`src/rtl/scan_decoder.sv`:
```
// -----------------------------------------------------------------------------
// scan_decoder
//   Select-index to active-low one-hot decoder for multiplexed digit/row drivers.
//   In manual mode a software-written index is applied; in auto mode an internal
//   prescaler steps the index round-robin. Every channel change inserts an
//   all-off blanking interval so adjacent channels never ghost.
//
// Ports
//   clk    : single clock, rising-edge
//   rst_n  : synchronous reset, active low
//   en     : output enable (0 forces all outputs off)
//   mode   : 0 = manual select, 1 = auto scan
//   sel    : manual channel index
//   load   : one-cycle strobe capturing sel in manual mode
//   y_n    : active-low one-hot channel select (registered)
//   idx    : current channel index (registered)
//   tick   : one-cycle pulse when auto scan advances idx (registered)
//
// State | meaning
//   OFF   | outputs all off, waiting for en
//   BLANK | outputs all off, blank counter running down
//   ON    | channel idx driven low
// -----------------------------------------------------------------------------
module scan_decoder #(
  parameter int SEL_W    = 2,
  parameter int NUM_CH   = 4,
  parameter int PRESCALE = 250,
  parameter int BLANK    = 2
) (
  input  logic              clk,
  input  logic              rst_n,
  input  logic              en,
  input  logic              mode,
  input  logic [SEL_W-1:0]  sel,
  input  logic              load,
  output logic [NUM_CH-1:0] y_n,
  output logic [SEL_W-1:0]  idx,
  output logic              tick
);

  localparam int PW = (PRESCALE > 1) ? $clog2(PRESCALE) : 1;
  // The blank counter holds BLANK-1 down to 0, so it only needs to reach BLANK-1.
  localparam int BW = (BLANK > 1) ? $clog2(BLANK) : 1;

  localparam logic [PW-1:0]    PRE_LAST = PW'(PRESCALE - 1);
  localparam logic [BW-1:0]    BLANK_LD = BW'((BLANK > 0) ? BLANK - 1 : 0);
  localparam logic [SEL_W-1:0] LAST_CH  = SEL_W'(NUM_CH - 1);

  typedef enum logic [1:0] {
    S_OFF   = 2'd0,
    S_BLANK = 2'd1,
    S_ON    = 2'd2
  } state_t;

  state_t            state_q, state_d;
  logic [SEL_W-1:0]  idx_q, idx_d;
  logic [PW-1:0]     presc_q, presc_d;
  logic [BW-1:0]     blank_q, blank_d;
  logic [NUM_CH-1:0] y_n_q, y_n_d;
  logic              tick_q, tick_d;
  logic              mode_q;

  logic              sel_ok;
  logic              mode_chg;
  logic              go_blank;
  logic [SEL_W-1:0]  idx_next;

  // A manual load only matters when it names a real, different channel.
  assign sel_ok   = load && !mode && (sel <= LAST_CH) && (sel != idx_q);
  assign mode_chg = (mode != mode_q);
  assign idx_next = (idx_q == LAST_CH) ? '0 : idx_q + 1'b1;

  always_comb begin
    state_d  = state_q;
    idx_d    = idx_q;
    presc_d  = presc_q;
    blank_d  = blank_q;
    tick_d   = 1'b0;
    go_blank = 1'b0;

    if (!en) begin
      // Disable wins over everything; a manual index may still be staged.
      state_d = S_OFF;
      presc_d = '0;
      if (sel_ok) idx_d = sel;
    end else begin
      unique case (state_q)
        S_OFF: begin
          if (sel_ok) idx_d = sel;
          go_blank = 1'b1;
        end
        S_BLANK: begin
          if (sel_ok) begin
            idx_d    = sel;
            go_blank = 1'b1;
          end else if (blank_q == '0) begin
            state_d = S_ON;
          end else begin
            blank_d = blank_q - 1'b1;
          end
        end
        S_ON: begin
          if (sel_ok) begin
            idx_d    = sel;
            go_blank = 1'b1;
          end else if (mode && !mode_chg) begin
            if (presc_q == PRE_LAST) begin
              idx_d    = idx_next;
              tick_d   = 1'b1;
              presc_d  = '0;
              go_blank = 1'b1;
            end else begin
              presc_d = presc_q + 1'b1;
            end
          end
        end
        default: state_d = S_OFF;
      endcase

      if (go_blank) begin
        if (BLANK == 0) begin
          state_d = S_ON;
        end else begin
          state_d = S_BLANK;
          blank_d = BLANK_LD;
        end
      end
    end

    // Prescaler only runs in auto mode and restarts on any mode switch.
    if (!mode || mode_chg) presc_d = '0;

    // Outputs are registered from the next state so they track state exactly.
    for (int i = 0; i < NUM_CH; i++) begin
      y_n_d[i] = !((state_d == S_ON) && (idx_d == SEL_W'(i)));
    end
  end

  always_ff @(posedge clk) begin
    if (!rst_n) begin
      state_q <= S_OFF;
      idx_q   <= '0;
      presc_q <= '0;
      blank_q <= '0;
      y_n_q   <= '1;
      tick_q  <= 1'b0;
      mode_q  <= 1'b0;
    end else begin
      state_q <= state_d;
      idx_q   <= idx_d;
      presc_q <= presc_d;
      blank_q <= blank_d;
      y_n_q   <= y_n_d;
      tick_q  <= tick_d;
      mode_q  <= mode;
    end
  end

  assign y_n  = y_n_q;
  assign idx  = idx_q;
  assign tick = tick_q;

endmodule

```
`config.mk`:
```
export PLATFORM = sky130hd
export DESIGN_NAME = scan_decoder
export DESIGN_NICKNAME = d
export VERILOG_FILES = /design/src/rtl/scan_decoder.sv
export SDC_FILE = /design/constraint.sdc
export NUM_CORES = 1
export LEC_CHECK = 0
export BUFFER_PORTS_ARGS = -buffer_cell sky130_fd_sc_hd__buf_4
export CORE_UTILIZATION = 54
export CTS_CLUSTER_DIAMETER = 30
export CTS_CLUSTER_SIZE = 16
export DETAILED_ROUTE_END_ITERATION = 8
export PLACE_DENSITY = 0.77
export SLEW_MARGIN = 20
export SYNTH_ARGS = -nofsm -noshare
export SYNTH_HDL_FRONTEND = slang
export SYNTH_SLANG_ARGS = --single-unit
```
`constraint.sdc`:
```
create_clock -name clk -period 2.55 [get_ports clk]
set_clock_uncertainty 0.2 [all_clocks]
set_input_delay 0.1275 -clock clk [delete_from_list [all_inputs] [get_ports clk]]
set_output_delay 0.1275 -clock clk [all_outputs]
set_load 0.01 [all_outputs]
```
== Yosys cells after proc, flatten, opt, wreduce, memory -nomap -nowiden ==
Index checks and enable logic that the tools add are counted.
W data, S select, Z words.
Storage, ports and cells
  register bits after elaboration: 19
  input bits: 7
  output and inout port bits: 7
  word-level logic and storage cells: 73
Cells by class
  add/sub/neg operators: 3
  order comparisons: 1
  equality and inequality tests: 11
  muxes and demuxes: 23
  bitwise gates (word level): 4
  reduce and logical (&&, ||, !) cells: 24
Operator list (number)
  $mux W2: 10
  $eq A2 B2 Y1 const B: 5
  $mux W1: 9
  $add A8 B1 Y8 const B: 1
  $eq A8 B8 Y1 const B: 1
  $logic_and A1 B1 Y1: 8
  $mux W8: 1
  $pmux W2 S2: 2
  $logic_not A1 Y1: 6
  $reduce_and A3 Y1: 2
  $eq A2 B1 Y1 const B: 2
  $logic_not A2 Y1: 2
  $not A1 Y1: 4
  $reduce_or A2 Y1: 2
  $reduce_or A4 Y1: 1
  $pmux W1 S3: 1
  $reduce_or A3 Y1: 1
  $add A2 B1 Y2 const B: 1
  $le A2 B2 Y1 const B: 1
  $ne A2 B1 Y1 const B: 1
  $ne A2 B2 Y1: 1
  $reduce_bool A2 Y1: 1
  $logic_or A1 B1 Y1: 1
  $ne A1 B1 Y1: 1
  $sub A1 B1 Y1 const B: 1

== Logic depth before layout (Yosys ltp) ==
Gate-level depths: netlist of run 1.
  depth after elaboration: 12
  gate-level depth with buffers: 7
  gate-level depth less buffers: 7

== Worst setup path after synthesis of run 1 ==
OpenSTA, ideal clock, no wires.
  path type: register to register
  start: reg idx_q[0] (netlist: idx[0])
  end: reg y_n_q[0] (netlist: y_n[0])
  setup time: 0.127 ns
  arrival time: 1.629 ns
  required time: 2.223 ns
  slack: 0.594 ns
  cell stages (with the launch flop): 6
  path buffers: 0
  period minus slack after synthesis: 1.956 ns
  path through: dfxtp_1 -> xnor2_1 -> a21boi_2 -> a311o_1 -> nand2b_1 -> or3b_1
Between the ends
  longest elaborated chain between the ends: 10
  elaborated cells on any way between the ends: 23
  classes of those cells: add/sub (1); eq/ne (3); mux (15); reduce/logical (4)
RTL lines
  start, declared: RTL line 56  | logic [SEL_W-1:0] idx_q, idx_d;
  start signal, assigned: RTL line 150  | idx_q <= idx_d;
  $add A2 B1 Y2 (tied with other cells): RTL line 71  | assign idx_next = (idx_q == LAST_CH) ? '0 : idx_q + 1'b1;
  $mux W2 / $logic_and A1 B1 Y1 (equally long branches): RTL line 71, 69
  $mux W2 (tied with other cells): RTL line 107  | if (presc_q == PRE_LAST) begin
  $mux W2 / $pmux W1 S3 (equally long branches): RTL line 106, 87
  $mux W2 / $mux W1 (equally long branches): RTL line 103, 81
  $pmux W2 S2 / $mux W2 (equally long branches): RTL line 87, 120
  $mux W2: RTL line 81  | if (!en) begin
  $logic_not A2 Y1 / $eq A2 B2 Y1 (equally long branches): RTL line 135  | y_n_d[i] = !((state_d == S_ON) && (idx_d == SEL_W'(i)));
  $logic_and A1 B1 Y1 (*): RTL line 135
  $logic_not A1 Y1 (*): RTL line 135
  end signal, assigned: RTL line 153  | y_n_q <= y_n_d;
  end, declared: RTL line 59  | logic [NUM_CH-1:0] y_n_q, y_n_d;
Mark *: on every way between the ends. The rest lies on a longest branch, timed or not. The select of a mux whose other input is x is not followed.
A chain may end at the register's enable or synchronous reset.

== Final worst setup path of run 1 ==
  start: in mode
  end: reg y_n_q[2] (netlist: y_n[2])
Between the ends
  longest elaborated chain between the ends: 12
  elaborated cells on any way between the ends: 25
  classes of those cells: eq/ne (3); mux (14); reduce/logical (8)
RTL lines
  start, declared: RTL line 33  | input logic mode,
  $ne A1 B1 Y1 / $logic_not A1 Y1 (equally long branches): RTL line 70, 69
  $logic_not A1 Y1 / $logic_and A1 B1 Y1 (equally long branches): RTL line 106, 69
  $logic_and A1 B1 Y1 (on tied branches): RTL line 106, 69
  $mux W1 / $logic_and A1 B1 Y1 (equally long branches): RTL line 106, 69
  $mux W1 (on tied branches): RTL line 103, 93
  $pmux W1 S3: RTL line 87  | unique case (state_q)
  $mux W1: RTL line 81
  $mux W2: RTL line 120  | if (go_blank) begin
  $mux W2: RTL line 81
  $eq A2 B2 Y1: RTL line 135
  $logic_and A1 B1 Y1 (*): RTL line 135
  $logic_not A1 Y1 (*): RTL line 135
Marks and branches as above.

==> results of run 1 <==
==> layer usage <==
metal,part of all wire,global-route usage
met1,0.46,0.276
met2,0.49,0.376
met3,0.024,0.0360
met4,0.025,0.109
met5,0,0
==> kinds of logic (layout without fill, tap and decap cells) <==
family                   Yosys count  count (layout)  synth area share
XOR/XNOR                           8               8            0.0711
adder cells (fa/ha/maj)            3               3            0.0381
AO/OA/AOI/OAI                     19              19             0.155
multiplexers                       3               3            0.0305
flip-flops                        19              19             0.386
buffers and inverters              4              25            0.0165
AND/OR/NAND/NOR                   52              52             0.303
==> layout make-up <==
| class | instances | area, µm² |
|---|---|---|
| clock buffers | 4 | 26.3 |
| fillers | 149 | 541 |
| inverters | 3 | 11.3 |
| multi-input cells | 85 | 589 |
| flip-flops and latches | 19 | 380 |
| well taps | 25 | 31.3 |
| repair buffers | 18 | 148 |
==> sequential cells by signal, summed over array words and instances, names as in the netlist <==
| register | flops |
|---|---|
| tick | 1 |
| y_n | 4 |
| presc_q | 8 |
| state_q | 2 |
| mode_q | 1 |
| idx | 2 |
| blank_q | 1 |
==> power groups by stage <==
stage | registers (µW) | clock network [µW] | logic [µW]
2_1_floorplan | 316 | 0 | 31.7
3_3_place_gp | 316 | 0 | 50.6
3_5_place_dp | 317 | 0 | 51.7
4_1_cts | 310 | 158 | 57.8
5_1_grt | 311 | 172 | 64.1
6_report | 310 | 153 | 58.2
==> cells in the mapped netlist (2+ instances only) <==
master / n / area share
a211oi_1: 3 / 0.023
a21oi_1: 2 / 0.010
and3_1: 3 / 0.019
dfxtp_1: 19 / 0.39
ha_1: 3 / 0.038
inv_1: 3 / 0.011
mux2i_1: 3 / 0.030
nand2_1: 9 / 0.034
nand2b_1: 3 / 0.019
nand3b_1: 2 / 0.015
nand4_1: 3 / 0.019
nor2_1: 16 / 0.061
nor2b_1: 2 / 0.013
nor3_1: 3 / 0.015
o21a_1: 2 / 0.015
o21bai_1: 2 / 0.015
xnor2_1: 4 / 0.036
xor2_1: 4 / 0.036
==> per-stage QoR <==
step | area (µm²) | std cells | total power (µW) | setup WS, ns
final | 1190 | 154 | 521 | 0.388
after global routing | 1190 | 154 | 547 | 0.283
after CTS | 1190 | 154 | 526 | 0.401
after detailed placement | 1110 | 145 | 368 | 0.482
after global placement | 1110 | 145 | 367 | 0.501
after floorplan | 986 | 108 | 348 | 0.594
==> worst min-delay path, cell delays in order <==
cell	delay (ns)
buf_4	0.09
a311o_1	0.21
o21a_1	0.14
==> how the worst min path moves through the flow <==
stage	startpoint	cells past startpoint	to
after floorplan	rst_n	1	idx[0]
after global placement	mode	2	mode_q
after detailed placement	mode	2	mode_q
after CTS	sel[0]	3	idx[0]
after global routing	sel[0]	3	idx[0]
final	sel[0]	3	idx[0]
==> results.json, run 1 <==
{
  "hold_violations": 0,
  "synth_edf_count": 0,
  "whs_ns": 0.0961,
  "mappedNetlistNets": 118,
  "status": "finished, final reports clean",
  "clockBufferDepth": 2,
  "final_common_cell": "dfxtp_1",
  "ctsHtreeMaxLevel": 1,
  "drc": 0,
  "p_clk_frac": 0.293,
  "fin_tns_setup_ns": 0,
  "cp-end-kind": "flip-flop",
  "crit_chain": "dlygate4sd3_1 > buf_4 > nor2b_1 > a21boi_2 > a311oi_1 > o21a_1 > or3_1",
  "worst_r2r_startpoint": "presc_q[0]",
  "nets": 140,
  "ys.flop_type": "dfxtp_1",
  "syn-instance-count": 108,
  "drt-initial-drc-count": 17,
  "final_cell_mix": "dfxtp_1, nor2_1, buf_4",
  "dieArea_mm2": 0.00200,
  "rows": 15,
  "ys_seq_area_frac": 0.386,
  "reg2reg_depth": 6,
  "hpwl_um": 1400,
  "grt-ovfl-total": 0,
  "crit_end": "y_n[2]",
  "wirelength_um": 1890,
  "grt_first_pass_wirelength_um": 3190,
  "layout-drive-gt1-share": 0.178,
  "seqPwrFrac": 0.595,
  "crit_start": "mode",
  "critPathTopFamily": "compound AO/OA/AOI/OAI gates",
  "grt_pass1_vias": 786,
  "drv_cap": 0,
  "cts.sinks": 19,
  "critPathBufInv": 2,
  "port_buffers": 13,
  "grt_usage": 0.223,
  "finalCoreUtilization": 0.687,
  "dieHeight_um": 44.7,
  "die_x_um": 44.7,
  "clkLatencyLatePin_ns": 0.30,
  "core_mm2": 0.00173,
  "crit_required_ns": 2.55,
  "gp_congestion": 0.778,
  "cts_tree": "yes",
  "fmax_mhz": 463,
  "p_sw_uw": 125,
  "initial_core_util": 0.571,
  "finalSetupViolCount": 0,
  "synth-seq-cells": 19,
  "clk_pin_slew_ns": 0.10,
  "tightest_slew_ns": 0.391,
  "io_pins": 14,
  "avgRoutedWirePerCell_um": 12.3,
  "slew_headroom": 0.738,
  "grt_max_degree": 11,
  "dr.pass1.iters": 4,
  "drv_slew": 0,
  "via_per_inst": 5.42,
  "antenna_found_initial": 0,
  "crit_slowest_cell": "dlygate4sd3_1",
  "hp-class": "in -> reg",
  "power_density_mw_per_mm2": 439,
  "max-vdd-ir-drop_uv": 322,
  "finalCritPeriodShare": 0.848,
  "max_stage_delay_ns": 0.54,
  "power_leakage_uw": 0.000441,
  "worst-path-stages": 7,
  "cts_buffers": 3,
  "crit_arrival_ns": 2.16,
  "final.min_clock_period_ns": 2.16,
  "critPathKind": "in -> reg",
  "async_reset_ff_frac": 0,
  "n_antenna_cell": 0,
  "swShare": 0.241,
  "ctsHoldBuffers": 5,
  "startpoint_type": "input port",
  "postRouteAntennaNets": 0,
  "synth.avg_cell_area_um2": 9.13,
  "cts_resized": 0,
  "syn2layout_area_growth_pct": 20.3,
  "comb_power_share": 0.112,
  "cts_setup_buffers": 0,
  "rr_endpoint": "y_n[2]",
  "ys_types": 40,
  "syn-cell-area_um2": 986,
  "rsz0062_at_grt": "no",
  "ys.warnings.count": 0,
  "clock-root-buffer": "clkbuf_4",
  "reg2reg_setup_slack_ns": 0.44,
  "internal_power_uw": 396,
  "vias": 835,
  "cp_max_fo": 8
}
(Power assumes the default switching activity.)
==> run 2: changes to the inputs <==
ABC_AREA = 1   (was default)
CORE_UTILIZATION = 55   (was 54)
PLACE_DENSITY = 0.78   (was 0.77)
clock period = 2.15 ns   (was 2.55 ns; I/O delays follow)
==> run 2 against run 1 <==
  * Combinational power is 23% higher
  * Largest cell class unchanged
  * Die area is 2.8% higher
  * Largest power group unchanged
  * Global-route usage is 0.23 points higher
  * Synthesized area is 4.8% higher
  * Clock power is 20% higher
==> results.json, run 2 <==
{
  "status": "finished, final reports clean",
  "cts.sinks": 19,
  "max-vdd-ir-drop_uv": 432,
  "synth_top_area_share": 0.368,
  "syn-instance-count": 148,
  "wirelength_um": 1990,
  "avgRoutedWirePerCell_um": 10.3,
  "antenna_found_initial": 0,
  "hpwl_um": 1580,
  "finalSetupViolCount": 0,
  "synth_area_leaders": "dfxtp_1, nand2_1, inv_1",
  "postRouteAntennaNets": 0,
  "cts_tree": "yes",
  "ys.flop_type": "dfxtp_1",
  "worst_slack_ns": 0.282,
  "clock-root-buffer": "clkbuf_4",
  "cp_max_fo": 7,
  "dieHeight_um": 45.4,
  "async_reset_ff_frac": 0,
  "initial_core_util": 0.592,
  "top_register": "presc_q",
  "final.min_clock_period_ns": 1.87,
  "fillers": 150,
  "synth-seq-cells": 19,
  "startpoint_type": "input port",
  "yosysTopAreaCell": "dfxtp_1",
  "rows": 15,
  "largest_register_ffs": 8,
  "port_buffers": 13,
  "core_mm2": 0.00175,
  "fin_tns_setup_ns": 0,
  "design_area_mm2": 0.00123,
  "critPathBufInv": 2,
  "place_area_mm2": 0.00116,
  "ys.warnings.count": 0,
  "drc": 0,
  "nets": 180,
  "crit_chain": "dlygate4sd3_1 > buf_4 > nor2_1 > nand2_2 > nand3_1 > nand2_1 > nand2_1 > nand2_2 > a21oi_1 > nand2_1",
  "max_stage_delay_ns": 0.54,
  "path_common_cell": "nand2_1",
  "final_cell_mix": "nand2_1, inv_1, dfxtp_1",
  "synth.avg_cell_area_um2": 6.98,
  "via_per_inst": 5.13,
  "rsz0062_at_grt": "no",
  "dr.pass1.iters": 4,
  "drv_cap": 0,
  "die_x_um": 45.4,
  "syn2layout_area_growth_pct": 19.0,
  "synth_edf_count": 0,
  "final_common_cell": "nand2_1",
  "dieArea_mm2": 0.00206,
  "power_density_mw_per_mm2": 504,
  "swShare": 0.259,
  "seqPwrFrac": 0.590,
  "synth_common_cells": "nand2_1, inv_1, dfxtp_1",
  "gp_congestion": 0.808,
  "internal_power_uw": 460,
  "clk_pin_slew_ns": 0.11,
  "grt_max_degree": 12,
  "mappedNetlistNets": 158,
  "crit_arrival_ns": 1.87,
  "clkLatencyLatePin_ns": 0.30,
  "finalCritPeriodShare": 0.869,
  "hp-class": "in -> reg",
  "ys_seq_area_frac": 0.368,
  "critPathTopFamily": "simple AND/OR/NAND/NOR gates",
  "crit_required_ns": 2.16,
  "syn-cell-area_mm2": 0.00103,
  "ctsHtreeMaxLevel": 1,
  "critPathKind": "in -> reg",
  "crit_slowest_cell": "dlygate4sd3_1",
  "clockBufferDepth": 2,
  "p_sw_uw": 161,
  "n_antenna_cell": 0,
  "vias": 996,
  "power_leakage_uw": 0.000570,
  "hold_violations": 0,
  "tightest_slew_ns": 0.463,
  "drv_slew": 0,
  "slew_headroom": 0.690,
  "layout-drive-gt1-share": 0.207,
  "comb_power_share": 0.115,
  "cp-end-kind": "flip-flop",
  "grt_first_pass_wirelength_um": 3380,
  "grt_pass1_vias": 874,
  "yosysMostFrequentCell": "nand2_1",
  "grt_usage": 0.225,
  "grt-ovfl-total": 0,
  "fmax_mhz": 535,
  "place_ws_ns": 0.356,
  "drt-initial-drc-count": 25,
  "p_clk_frac": 0.295,
  "ys_types": 24,
  "cts_buffers": 3,
  "io_pins": 14
}
==> run 2: logic make-up (layout without fill, tap and decap cells) <==
logic type                 count (synthesis)  count (layout)  share of synthesized area
DFF                                       19              19                      0.368
adders and majority gates                  3               3                     0.0363
AOI/OAI and AO/OA                         19              19                      0.107
and+or+nand+nor                           84              84                      0.406
buffers and inverters                     23              44                     0.0835
==> run 2: final cells by class <==
cell class / count / area [µm²] / area share
Clock inverter: 1 / 5.00 / 0.00407
Inverter: 23 / 86.3 / 0.0702
Multi-Input combinational cell: 106 / 567 / 0.461
Sequential cell: 19 / 380 / 0.309
Timing Repair Buffer: 17 / 138 / 0.112
Clock buffer: 3 / 22.5 / 0.0183
Tap cell: 25 / 31.3 / 0.0254
==> run 2: final timing paths <==
path	endpoint	slack [ns]	cells past startpoint	from
setup / recovery	y_n[3]	0.28	10	mode
hold / removal	idx[1]	0.11	5	sel[1]
setup reg to reg	y_n[2]	0.36	12	presc_q[0]
hold reg to reg	presc_q[7]	0.27	1	presc_q[7]
==> run 2: metrics by stage <==
stage	utilization	instances	power (µW)	hold WS, ns
final	0.705	194	620	0.106
after global routing	0.705	194	649	0.144
after CTS	0.705	194	625	0.118
after detailed placement	0.666	186	440	0.110
after global placement	0.666	186	437	0.105
after floorplan	-	148	415	0.000953
==> run 2: what timing repair did <==
action                    in CTS  in global routing
hold endpoints to repair      10                  0
hold buffers                   4                  0
buffers inserted               0                  0
gates resized for setup        0                  0
==> run 2: worst min-delay path: stages <==
cell	delay (ns)
buf_4	0.11
inv_1	0.08
nand2_1	0.06
o211ai_1	0.12
a21oi_2	0.09
==> run 2: power by group through the flow <==
stage / Clock, µW / Combinational (µW) / Sequential (µW)
5_1_grt: 201 / 81.2 / 367
3_5_place_dp: 0 / 65.5 / 374
2_1_floorplan: 0 / 41.0 / 374
4_1_cts: 187 / 71.6 / 366
6_report: 183 / 71.3 / 366
3_3_place_gp: 0 / 63.4 / 374
==> run 2: metal layers <==
metal / routed length, µm / GRT usage / vias up / share of wire
met5: 0 / 0 / - / 0
met4: 31 / 0.0970 / 0 / 0.016
met3: 66 / 0.0320 / 5 / 0.033
met2: 1050 / 0.414 / 14 / 0.53
met1: 844 / 0.255 / 459 / 0.42
li1: - / - / 518 / -
==> run 3: changes to the inputs <==
CTS_BUF_LIST = sky130_fd_sc_hd__clkbuf_4 sky130_fd_sc_hd__clkbuf_8   (was default)
PLACE_DENSITY = default   (was 0.78)
PLACE_DENSITY_LB_ADDON = 0.25   (was default)
==> run 3 against run 2 <==
  * First-iteration DRC count up 20%
  * Utilization unchanged
  * Sequential share of layout area unchanged
==> results.json, run 3 (same netlist as run 2, synthesis figures left out) <==
{
  "status": "finished, final reports clean",
  "via_per_inst": 5.09,
  "fmax_mhz": 522,
  "whs_ns": 0.0983,
  "cts_resized": 0,
  "hpwl_um": 1570,
  "avgRoutedWirePerCell_um": 11.2,
  "fin_tns_setup_ns": 0,
  "n_antenna_cell": 0,
  "startpoint_type": "input port",
  "hp-class": "in -> reg",
  "ctsHtreeMaxLevel": 1,
  "rows": 15,
  "max_stage_delay_ns": 0.54,
  "io_pins": 14,
  "largest_register_ffs": 8,
  "power_density_mw_per_mm2": 510,
  "layout-drive-gt1-share": 0.207,
  "power_leakage_uw": 0.000570,
  "die_x_um": 45.4,
  "dr.pass1.iters": 6,
  "tightest_slew_ns": 0.517,
  "hold_violations": 0,
  "dieHeight_um": 45.4,
  "cts_tree": "yes",
  "rsz0062_at_grt": "no",
  "top_register": "presc_q",
  "final_cell_mix": "nand2_1, inv_1, dfxtp_1",
  "finalSetupViolCount": 0,
  "clock-root-buffer": "clkbuf_4",
  "drv_slew": 0,
  "finalCoreUtilization": 0.705,
  "postRouteAntennaNets": 0,
  "hold_depth": 5,
  "dieArea_mm2": 0.00206,
  "final_common_cell": "nand2_1",
  "grt-ovfl-total": 0,
  "cts_setup_buffers": 0,
  "nets": 180,
  "clk_pin_slew_ns": 0.11,
  "final.min_clock_period_ns": 1.92,
  "syn2layout_area_growth_pct": 19.0,
  "port_buffers": 13,
  "cp_max_fo": 7,
  "drt-initial-drc-count": 30,
  "vias": 987,
  "max-vdd-ir-drop_uv": 507,
  "grt_pass1_vias": 822,
  "clkLatencyLatePin_ns": 0.31,
  "slew_headroom": 0.654,
  "cts.sinks": 19,
  "core_mm2": 0.00175,
  "drc": 0,
  "cp-end-kind": "flip-flop",
  "crit_arrival_ns": 1.93,
  "place_area_mm2": 0.00116,
  "finalCritPeriodShare": 0.892,
  "crit_slowest_cell": "dlygate4sd3_1",
  "wirelength_um": 2170,
  "crit_chain": "dlygate4sd3_1 > buf_4 > nor2_1 > nand2_2 > nand3_1 > nand2_1 > nand2_1 > nand2_2 > a21oi_1 > nand2_1",
  "reg2reg_depth": 12,
  "antenna_found_initial": 0,
  "critPathKind": "in -> reg",
  "path_common_cell": "nand2_1",
  "design_area_mm2": 0.00123,
  "fillers": 149,
  "grt_max_degree": 12,
  "crit_required_ns": 2.17,
  "drv_cap": 0,
  "initial_core_util": 0.592,
  "grt_first_pass_wirelength_um": 3330,
  "clockBufferDepth": 2,
  "grt_usage": 0.232,
  "gp_congestion": 0.820,
  "cts_buffers": 3
}
[run 3: cell counts in the layout (fill, tap and decap cells not counted)]
No cell type changed its count.
[run 3: stage by stage]
step / total power [µW] / setup WS (ns) / instances
2_1_floorplan: 415 / 0.530 / 148
3_3_place_gp: 437 / 0.399 / 186
3_5_place_dp: 439 / 0.360 / 186
4_1_cts: 630 / 0.295 / 194
5_1_grt: 647 / 0.0966 / 194
6_report: 628 / 0.233 / 194
[run 3: layout make-up]
class / count / area, µm² / share of cell area
Sequential cell: 19 / 380 / 0.309
Clock inverter: 1 / 5.00 / 0.00407
Timing Repair Buffer: 17 / 138 / 0.112
Multi-Input combinational cell: 106 / 567 / 0.461
Tap cell: 25 / 31.3 / 0.0254
Clock buffer: 3 / 22.5 / 0.0183
Inverter: 23 / 86.3 / 0.0702
[run 3: worst max-delay path: cells and delay by family]
| kind | cells | cell delay, ns |
|---|---|---|
| simple gates | 7 | 0.98 |
| buf+inv | 2 | 0.69 |
| compound gates | 1 | 0.16 |
[run 3: repair_timing]
action	4_1_cts	5_1_grt
endpoints found under the hold margin	10	0
endpoints found under the setup margin	0	0
hold buffers	4	0
[run 3: routing by layer]
layer | part of all wire | track usage | vias up
li1 | - | - | 518
met3 | 0.045 | 0.0560 | 5
met4 | 0.019 | 0.127 | 0
met5 | 0 | 0 | -
met2 | 0.52 | 0.426 | 20
met1 | 0.41 | 0.237 | 444
[run 3: worst paths after layout]
kind,slack [ns],from,to
max,0.23,mode,y_n[3]
min,0.1,sel[1],idx[1]
max reg2reg,0.32,presc_q[0],y_n[2]
min reg2reg,0.27,presc_q[7],presc_q[7]
[run 3: power by group]
| part | switching, µW | internal, µW | total (µW) |
|---|---|---|---|
| Sequential | 8.31 | 358 | 367 |
| Clock | 119 | 69.7 | 189 |
| Combinational | 40.6 | 32.1 | 72.6 |
| Total | 168 | 460 | 628 |
